<file path="src/rtl/vector_cache_pkg.sv">
// Shared sizing constants for the vector cache miss-handling blocks.
package vector_cache_pkg;

  localparam int unsigned MSHR_ENTRY_NUM = 16;
  localparam int unsigned MSHR_IDX_WIDTH = 4;
  localparam int unsigned MSHR_REL_NUM   = 2;
  localparam int unsigned MSHR_LOW_WM    = 2;

endpackage

</file>
<file path="src/rtl/vec_cache_free_pick2.sv">
// Combinational finder for the two lowest set bits of a vector.
// Returns one-hot and binary index for each pick plus per-pick valids.
module vec_cache_free_pick2 #(
  parameter int unsigned N  = 16,
  parameter int unsigned IW = 4
) (
  input  logic [N-1:0]  vec,
  output logic [N-1:0]  oh_0,
  output logic [N-1:0]  oh_1,
  output logic [IW-1:0] idx_0,
  output logic [IW-1:0] idx_1,
  output logic          vld_0,
  output logic          vld_1
);

  logic [N-1:0] rem;

  // Isolate lowest set bit, strip it, isolate the next one, then encode both.
  always_comb begin
    oh_0  = vec & (~vec + N'(1));
    rem   = vec & ~oh_0;
    oh_1  = rem & (~rem + N'(1));
    vld_0 = |vec;
    vld_1 = |rem;
    idx_0 = '0;
    idx_1 = '0;
    for (int unsigned i = 0; i < N; i++) begin
      if (oh_0[i]) idx_0 = IW'(i);
      if (oh_1[i]) idx_1 = IW'(i);
    end
  end

endmodule

</file>
<file path="src/rtl/vec_cache_mshr_alloc_ctrl.sv">
// MSHR/ROB entry allocator: free bitmap plus free count, two zero-latency
// allocation slots and REL_NUM release ports.
// Optional feature macro: VEC_CACHE_MSHR_ALLOC_ERR_CHK_EN enables the sticky
// illegal-release flag; otherwise err_dbl_free is tied low.
module vec_cache_mshr_alloc_ctrl
  import vector_cache_pkg::*;
#(
  parameter int unsigned ENTRY_NUM       = MSHR_ENTRY_NUM,
  parameter int unsigned ENTRY_IDX_WIDTH = MSHR_IDX_WIDTH,
  parameter int unsigned REL_NUM         = MSHR_REL_NUM,
  parameter int unsigned LOW_WM          = MSHR_LOW_WM
) (
  input  logic                               clk,
  input  logic                               rst,
  output logic                               alloc_vld_0,
  output logic [ENTRY_IDX_WIDTH-1:0]         alloc_idx_0,
  input  logic                               alloc_rdy_0,
  output logic                               alloc_vld_1,
  output logic [ENTRY_IDX_WIDTH-1:0]         alloc_idx_1,
  input  logic                               alloc_rdy_1,
  input  logic [REL_NUM-1:0]                 rel_vld,
  input  logic [REL_NUM*ENTRY_IDX_WIDTH-1:0] rel_idx,
  output logic [ENTRY_IDX_WIDTH:0]           free_cnt,
  output logic                               alloc_low,
  output logic                               err_dbl_free
);

  localparam int unsigned IW = ENTRY_IDX_WIDTH;
  localparam int unsigned CW = ENTRY_IDX_WIDTH + 1;

  logic [ENTRY_NUM-1:0] free_map;
  logic [ENTRY_NUM-1:0] free_map_nxt;
  logic [CW-1:0]        free_cnt_nxt;

  logic [ENTRY_NUM-1:0] pk_oh_0;
  logic [ENTRY_NUM-1:0] pk_oh_1;
  logic [IW-1:0]        pk_idx_0;
  logic [IW-1:0]        pk_idx_1;
  logic                 pk_vld_0;
  logic                 pk_vld_1;

  logic                 take_0;
  logic                 take_1;
  logic [ENTRY_NUM-1:0] set_mask;
  logic [ENTRY_NUM-1:0] set_new;
  logic [ENTRY_NUM-1:0] clr_mask;
  logic [CW-1:0]        n_rel;
  logic [CW-1:0]        n_take;
`ifdef VEC_CACHE_MSHR_ALLOC_ERR_CHK_EN
  logic                 rel_bad;
  logic                 err_q;
`endif

  vec_cache_free_pick2 #(
    .N  (ENTRY_NUM),
    .IW (IW)
  ) u_pick (
    .vec   (free_map),
    .oh_0  (pk_oh_0),
    .oh_1  (pk_oh_1),
    .idx_0 (pk_idx_0),
    .idx_1 (pk_idx_1),
    .vld_0 (pk_vld_0),
    .vld_1 (pk_vld_1)
  );

  // Zero-latency offers from current state; index forced to 0 when not offered.
  always_comb begin
    alloc_vld_0 = (free_cnt != '0) && pk_vld_0;
    alloc_vld_1 = (free_cnt >= CW'(2)) && pk_vld_1;
    alloc_idx_0 = alloc_vld_0 ? pk_idx_0 : '0;
    alloc_idx_1 = alloc_vld_1 ? pk_idx_1 : '0;
    alloc_low   = 32'(free_cnt) <= 32'(LOW_WM);
  end

  // Release decode: only legal ports contribute a bit to the set mask.
  always_comb begin
    logic [IW-1:0] r_idx;
    logic          legal;
    set_mask = '0;
    r_idx    = '0;
    legal    = 1'b0;
`ifdef VEC_CACHE_MSHR_ALLOC_ERR_CHK_EN
    rel_bad  = 1'b0;
`endif
    for (int unsigned p = 0; p < REL_NUM; p++) begin
      r_idx = rel_idx[p*IW +: IW];
      legal = rel_vld[p] && (32'(r_idx) < 32'(ENTRY_NUM));
`ifdef VEC_CACHE_MSHR_ALLOC_ERR_CHK_EN
      // Already free, or a repeat of a lower-numbered port this cycle.
      if (legal && free_map[r_idx]) legal = 1'b0;
      for (int unsigned q = 0; q < p; q++) begin
        if (rel_vld[q] && (rel_idx[q*IW +: IW] == r_idx)) legal = 1'b0;
      end
      if (rel_vld[p] && !legal) rel_bad = 1'b1;
`endif
      if (legal) set_mask[r_idx] = 1'b1;
    end
  end

  // Next bitmap and count; only bits that were actually clear count as releases,
  // so a redundant release can never inflate free_cnt.
  always_comb begin
    take_0   = alloc_vld_0 && alloc_rdy_0;
    take_1   = alloc_vld_1 && alloc_rdy_1;
    clr_mask = (take_0 ? pk_oh_0 : '0) | (take_1 ? pk_oh_1 : '0);
    set_new  = set_mask & ~free_map;
    n_rel    = '0;
    for (int unsigned i = 0; i < ENTRY_NUM; i++) begin
      n_rel = n_rel + CW'(set_new[i]);
    end
    n_take       = CW'(take_0) + CW'(take_1);
    free_map_nxt = (free_map & ~clr_mask) | set_new;
    free_cnt_nxt = free_cnt + n_rel - n_take;
  end

  // Allocation state registers; reset wins over any same-cycle traffic.
  always_ff @(posedge clk) begin
    if (rst) begin
      free_map <= '1;
      free_cnt <= CW'(ENTRY_NUM);
    end else begin
      free_map <= free_map_nxt;
      free_cnt <= free_cnt_nxt;
    end
  end

`ifdef VEC_CACHE_MSHR_ALLOC_ERR_CHK_EN
  // Sticky illegal-release flag, cleared only by reset.
  always_ff @(posedge clk) begin
    if (rst) begin
      err_q <= 1'b0;
    end else if (rel_bad) begin
      err_q <= 1'b1;
    end
  end

  assign err_dbl_free = err_q;
`else
  assign err_dbl_free = 1'b0;
`endif

endmodule

</file>
<file path="config.mk">
export PLATFORM = sky130hd
export DESIGN_NAME = vec_cache_mshr_alloc_ctrl
export DESIGN_NICKNAME = d
export VERILOG_FILES = /design/src/rtl/vector_cache_pkg.sv /design/src/rtl/vec_cache_free_pick2.sv /design/src/rtl/vec_cache_mshr_alloc_ctrl.sv
export SDC_FILE = /design/constraint.sdc
export NUM_CORES = 1
export LEC_CHECK = 0
export BUFFER_PORTS_ARGS = -buffer_cell sky130_fd_sc_hd__buf_4
export CAP_MARGIN = 20
export CORE_MARGIN = 5
export CORE_UTILIZATION = 30
export CTS_CLUSTER_DIAMETER = 200
export DETAILED_ROUTE_END_ITERATION = 8
export GPL_TIMING_DRIVEN = 0
export SLEW_MARGIN = 20
export SYNTH_ARGS = -nofsm -noshare
export SYNTH_HDL_FRONTEND = slang
export SYNTH_HIERARCHICAL = 1
export SYNTH_SLANG_ARGS = --single-unit
</file>
<file path="constraint.sdc">
create_clock -name clk -period 8.6 [get_ports clk]
set_input_delay 1.29 -clock clk [delete_from_list [all_inputs] [get_ports clk]]
set_output_delay 1.29 -clock clk [all_outputs]
set_load 0.02 [all_outputs]
</file>
Yosys cells after proc, flatten, opt, wreduce, memory -nomap -nowiden
Index checks and enable logic that the tools add are counted.
Operators by class
  add/subtract/negate cells: 20
  div/mod/pow operators: 0
  magnitude comparators: 6
  $mul: 0
  muxes and demuxes: 40
  bitwise logic cells: 12
  reduce and logical (&&, ||, !) cells: 9
  shifts and indexed selects: 0
  equality and inequality tests: 0
Operators with widths (count)
  $and A16 B16 Y16: 5
  $mux W4: 18
  $mux W16: 4
  $not A16 Y16: 4
  $add A5 B1 Y5: 11
  $or A16 B16 Y16: 3
  $add A16 B1 Y16 const B: 2
  $reduce_or A16 Y1: 2
  $mux W3: 8
  $lt A4 B5 Y1 const B: 2
  $demux W1 S4: 2
  $ge A4 B1 Y1 const B: 2
  $mux W2: 4
  $logic_and A1 B1 Y1: 6
  $add A4 B1 Y5: 1
  $add A5 B5 Y5: 1
  $ge A5 B2 Y1 const B: 1
  $le A5 B2 Y1 const B: 1
  $reduce_bool A5 Y1: 1
  $sub A5 B2 Y5: 1
  $add A1 B1 Y2: 2
  $add A3 B1 Y4: 1
  $mux W1: 4
  $add A2 B1 Y3: 1
Storage, ports and cells
  word-level logic and storage cells: 89
  output and inout bits: 17
  flip-flop bits (word level): 21
  bits in latches: 0
  memories kept: 0
  input bits: 14
  bits in read-only memories: 0
  memory bits (writable): 0

Depth between registers and ports, before layout
  word-level depth: 25
  mapped depth: 26
  depth with buffers taken out: 23

By module
The synthesis kept the hierarchy.
By module, submodules not included
  vec_cache_mshr_alloc_ctrl: instances 1, cells an instance 230, sequential area each 420.4 um^2, area each 1935.6 um^2
  vec_cache_free_pick2: instances 1, cells an instance 178, sequential area each 0.0 um^2, area each 1131.1 um^2

Worst setup path after synthesis
No wires, ideal clock.
  kind: flip-flop to flip-flop
  from: register free_map[5]
  to: register free_cnt[4]
  cell stages (with the launch flop): 25
  setup slack: 2.646 ns
  clock period less this slack: 5.954 ns
  required time: 8.483 ns
  setup time: 0.117 ns
  buffers on the path: 3
  arrival: 5.837 ns
  path through: dfxtp_1 -> buf_2 -> maj3_1 -> o22ai_1 -> a21oi_1 -> a21oi_2 -> buf_4 -> nand2_1 -> inv_1 -> a311oi_4 -> buf_6 -> inv_1 -> fa_1 -> inv_1 -> fa_1 -> fa_1 -> fa_1 -> fa_1 -> fa_1 -> inv_1 -> fa_1 -> a21o_1 -> a21oi_1 -> xnor2_1 -> nand2b_1
On the way
  elaborated cells between the ends (all ways): 26
  those cells by class: 15 x add/sub; 5 x bitwise; 6 x reduce/logical
RTL lines
  from (decl): RTL line vec_cache_mshr_alloc_ctrl.sv:31  | logic [ENTRY_NUM-1:0] free_map;
  from (signal assigned): RTL line vec_cache_mshr_alloc_ctrl.sv:123  | free_map <= free_map_nxt;
  $not A16 Y16: RTL line vec_cache_free_pick2.sv:20  | oh_0 = vec & (~vec + N'(1));
  $add A16 B1 Y16: RTL line vec_cache_free_pick2.sv:20
  $and A16 B16 Y16: RTL line vec_cache_free_pick2.sv:20
  $not A16 Y16: RTL line vec_cache_free_pick2.sv:21  | rem = vec & ~oh_0;
  $and A16 B16 Y16 *: RTL line vec_cache_free_pick2.sv:21
  $reduce_or A16 Y1 *: RTL line vec_cache_free_pick2.sv:24  | vld_1 = |rem;
  named net pk_vld_1: RTL line vec_cache_mshr_alloc_ctrl.sv:40  | logic pk_vld_1;
  $logic_and A1 B1 Y1 *: RTL line vec_cache_mshr_alloc_ctrl.sv:70  | alloc_vld_1 = (free_cnt >= CW'(2)) && pk_vld_1;
  $logic_and A1 B1 Y1 *: RTL line vec_cache_mshr_alloc_ctrl.sv:105  | take_1 = alloc_vld_1 && alloc_rdy_1;
  $add A1 B1 Y2 *: RTL line vec_cache_mshr_alloc_ctrl.sv:112  | n_take = CW'(take_0) + CW'(take_1);
  $sub A5 B2 Y5 *: RTL line vec_cache_mshr_alloc_ctrl.sv:114  | free_cnt_nxt = free_cnt + n_rel - n_take;
  to (signal assigned): RTL line vec_cache_mshr_alloc_ctrl.sv:121  | free_cnt <= CW'(ENTRY_NUM);
  to (signal assigned): RTL line vec_cache_mshr_alloc_ctrl.sv:124  | free_cnt <= free_cnt_nxt;
  to (decl): RTL line vec_cache_mshr_alloc_ctrl.sv:23  | output logic [ENTRY_IDX_WIDTH:0] free_cnt,
The timed path passes the listed nets; every way through them passes the cells marked *.
A chain may end at the register's enable or synchronous reset.

Worst setup path in the final report
Same ends and word-level chain as after synthesis.

==> metrics <==
outcome finished, final reports clean; post-cts sizing count 0; Least-Margin Pin Slew just under 0.6 ns; Worst setup SP type flip-flop; residual DRC count 0; Cell Pwr Density 159 mW/mm^2; Post-Route WL around 8.6 mm; peak supply drop 0.0701 mV; library cells used by synthesis 70; critical path cell sequence buf_2 > or2_2 > o22ai_1 > a21oi_1 > a21oi_2 > buf_4 > nand2_1 > inv_1 > a311oi_4 > buf_6 > inv_1 > fa_1 > inv_1 > fa_1 > fa_1 > fa_1 > fa_1 > fa_1 > inv_1 > fa_1 > a21o_1 > a21oi_1 > xnor2_1 > nand2b_1; fill cell count approximately 1100; Ant. Diodes 0; Max Clk Rate ~150 MHz; Final Hold Viols 0; clk slew on worst S/H paths 0.08 ns; setup TNS 0 ns; Post-Synthesis Cells about 400; final total power around 0.00055 W; # hold bufs at CTS 0; CP required 8.76 ns; Core Area a little over 0.01 sq mm; fin crit share 0.784; Worst-Skew Late Latency approximately 0.26 ns; Post-CTS Setup Repair Bufs 0; peak fanout along the critical path 10; largest net degree at the start of global routing 13; I/O Buffers 26; Crit Path Class reg2reg; IO Pins 31; vias in the first global route between 2000 and 3000; top cells by area in the synthesized netlist dfxtp_1 (14%), fa_1 (8.5%), inv_1 (6.0%); fin crit period just under 7 ns; std cell rows 37; max_slew headroom 0.600; RSZ-0062 raised after global routing no; CTS sink cnt 21; first-pass GRT wire length about 15 mm; max capacitance violation total 0; clock skew around 0.0015 ns; clk root buf clkbuf_8; sequential cell area between 400 and 500 sq um; Final Wtd Congestion between 0.9 and 1; Synth top area share 0.137; Post-Syn Nets 449; die area between 0.01 and 0.015 sq mm; Fin Hold WS ~0.53 ns; drt via density 5.26; fin nets 480; vias post-DR just over 3000; fin. max-slew vios 0; Post-synth ARST share 0; HPWL after DPL between 7 and 8 mm; WL per Instance ~15 microns; FF+latch count, synth 21; initial antenna violation count 0; Routed Antenna Nets 0; most used cell, CP fa_1; syn_area_per_cell 7.52 sq um; total grt overflow 0; Area growth, synth to finish 13.4%; drt pass-1 iters 5; critical path's slowest cell fa_1; Max stage delay on crit path approximately 0.57 ns; chip height 111 microns; GR Util All Layers 0.140; Die W 111 microns; fin util 0.343; CTS tree built; worst path bufs/invs 7; leakage power roughly 1.5 nW; Cell Area, Synth 0.00307 sq mm; crit path DAT around 6.9 ns; starting density of the core 0.302; H-tree levels 1; area of the multi-input gates roughly 0.0023 sq mm; CTS buffer count 3; Ys Warns 6; Crit path max-delay family adder cells; clk buf depth 2; CP Capture Type flip-flop; Most used DFF post-synth dfxtp_1; share of cells above drive strength 1 0.144; EDFF count, synth 0; hold crit path type reg2reg; sequential element share of the synthesized area 0.137; number of endpoints failing setup at the final stage 0; area leader, netlist dfxtp_1; drt initial violations slightly below 200
-- registers in the layout (all words and copies together), names as in the netlist --
name / cells
free_map: 16
free_cnt: 5
-- placed cells by master (no fill, tap or decap), drive strengths merged, types with 4 or more instances in the layout --
master and n:
inv 49, buf 43, nand2 42, nor2 36, dfxtp 21, and2 14, ha 14, and3 14
a21oi 14, clkbuf 14, nor2b 13, fa 13, o21ai 13, nand3b 9, a311o 9, nor3 9
nor3b 7, a221o 7, xnor2 7, a22oi 6, nand3 6, xor2 5, o22ai 5, nand2b 4
a211oi 4
-- cells by family after synthesis --
| kind of cell | count (synthesis) | synth area share |
|---|---|---|
| flops | 21 | 0.137 |
| xor+xnor | 12 | 0.0343 |
| buf+inv | 77 | 0.113 |
| simple gates | 176 | 0.326 |
| other cells | 2 | 0.00245 |
| compound gates | 88 | 0.228 |
| mux | 3 | 0.0106 |
| fa+ha+maj | 29 | 0.149 |
-- synthesized netlist by cell type, types with 3 or more instances --
cell / count
a211oi_1: 4
a21oi_1: 12
a221o_1: 7
a22oi_1: 6
a311o_1: 9
a31oi_1: 3
and2_1: 14
and3_1: 13
and3b_1: 3
buf_2: 7
buf_4: 5
buf_6: 4
clkbuf_1: 11
dfxtp_1: 21
fa_1: 13
ha_1: 14
inv_1: 49
nand2_1: 42
nand2b_1: 4
nand3_1: 5
nand3b_1: 9
nand4bb_1: 3
nor2_1: 36
nor2b_1: 13
nor3_1: 9
nor3b_1: 7
o21ai_0: 12
o22ai_1: 4
or3_1: 3
xnor2_1: 7
xor2_1: 5
-- power by group --
group          internal, W  total [W]  switching [W]
Combinational     0.000157   0.000357       0.000199
Clock            0.0000323  0.0000653      0.0000330
Sequential        0.000112   0.000129      0.0000171
Total             0.000302   0.000551       0.000249
-- stage by stage --
stage / setup slack (ns) / cells / cell area [sq um]
2_1_floorplan: 2.65 / 408 / 3070
3_3_place_gp: 1.94 / 570 / 3430
3_5_place_dp: 1.83 / 570 / 3430
4_1_cts: 1.82 / 574 / 3480
5_1_grt: 1.54 / 574 / 3480
6_report: 1.86 / 574 / 3480
-- per-layer routing --
metal  wire length [microns]  share of wire  track usage
met3                     259          0.030      0.00655
met1                    4140           0.48        0.194
met2                    3920           0.46        0.229
met4                     283          0.033       0.0535
met5                       0              0            0
-- layout make-up --
| type | count | share of cell area |
|---|---|---|
| clock inverter | 1 | 0.00144 |
| clock buffer | 3 | 0.0119 |
| sequential | 21 | 0.121 |
| inverter | 49 | 0.0529 |
| timing repair buffer | 26 | 0.0561 |
| buffer | 28 | 0.0468 |
| tap | 136 | 0.0489 |
| multi-input combinational | 310 | 0.661 |
-- final timing paths --
check / from / endpoint / slack, ns / cells after the start
hold / removal: free_map[12] / free_map[12] / 0.53 / 1
setup / recovery: free_map[5] / free_cnt[4] / 1.86 / 24
hold reg to reg: free_map[12] / free_map[12] / 0.53 / 1
setup reg to reg: free_map[5] / free_cnt[4] / 1.86 / 24
(Power assumes the default switching activity.)
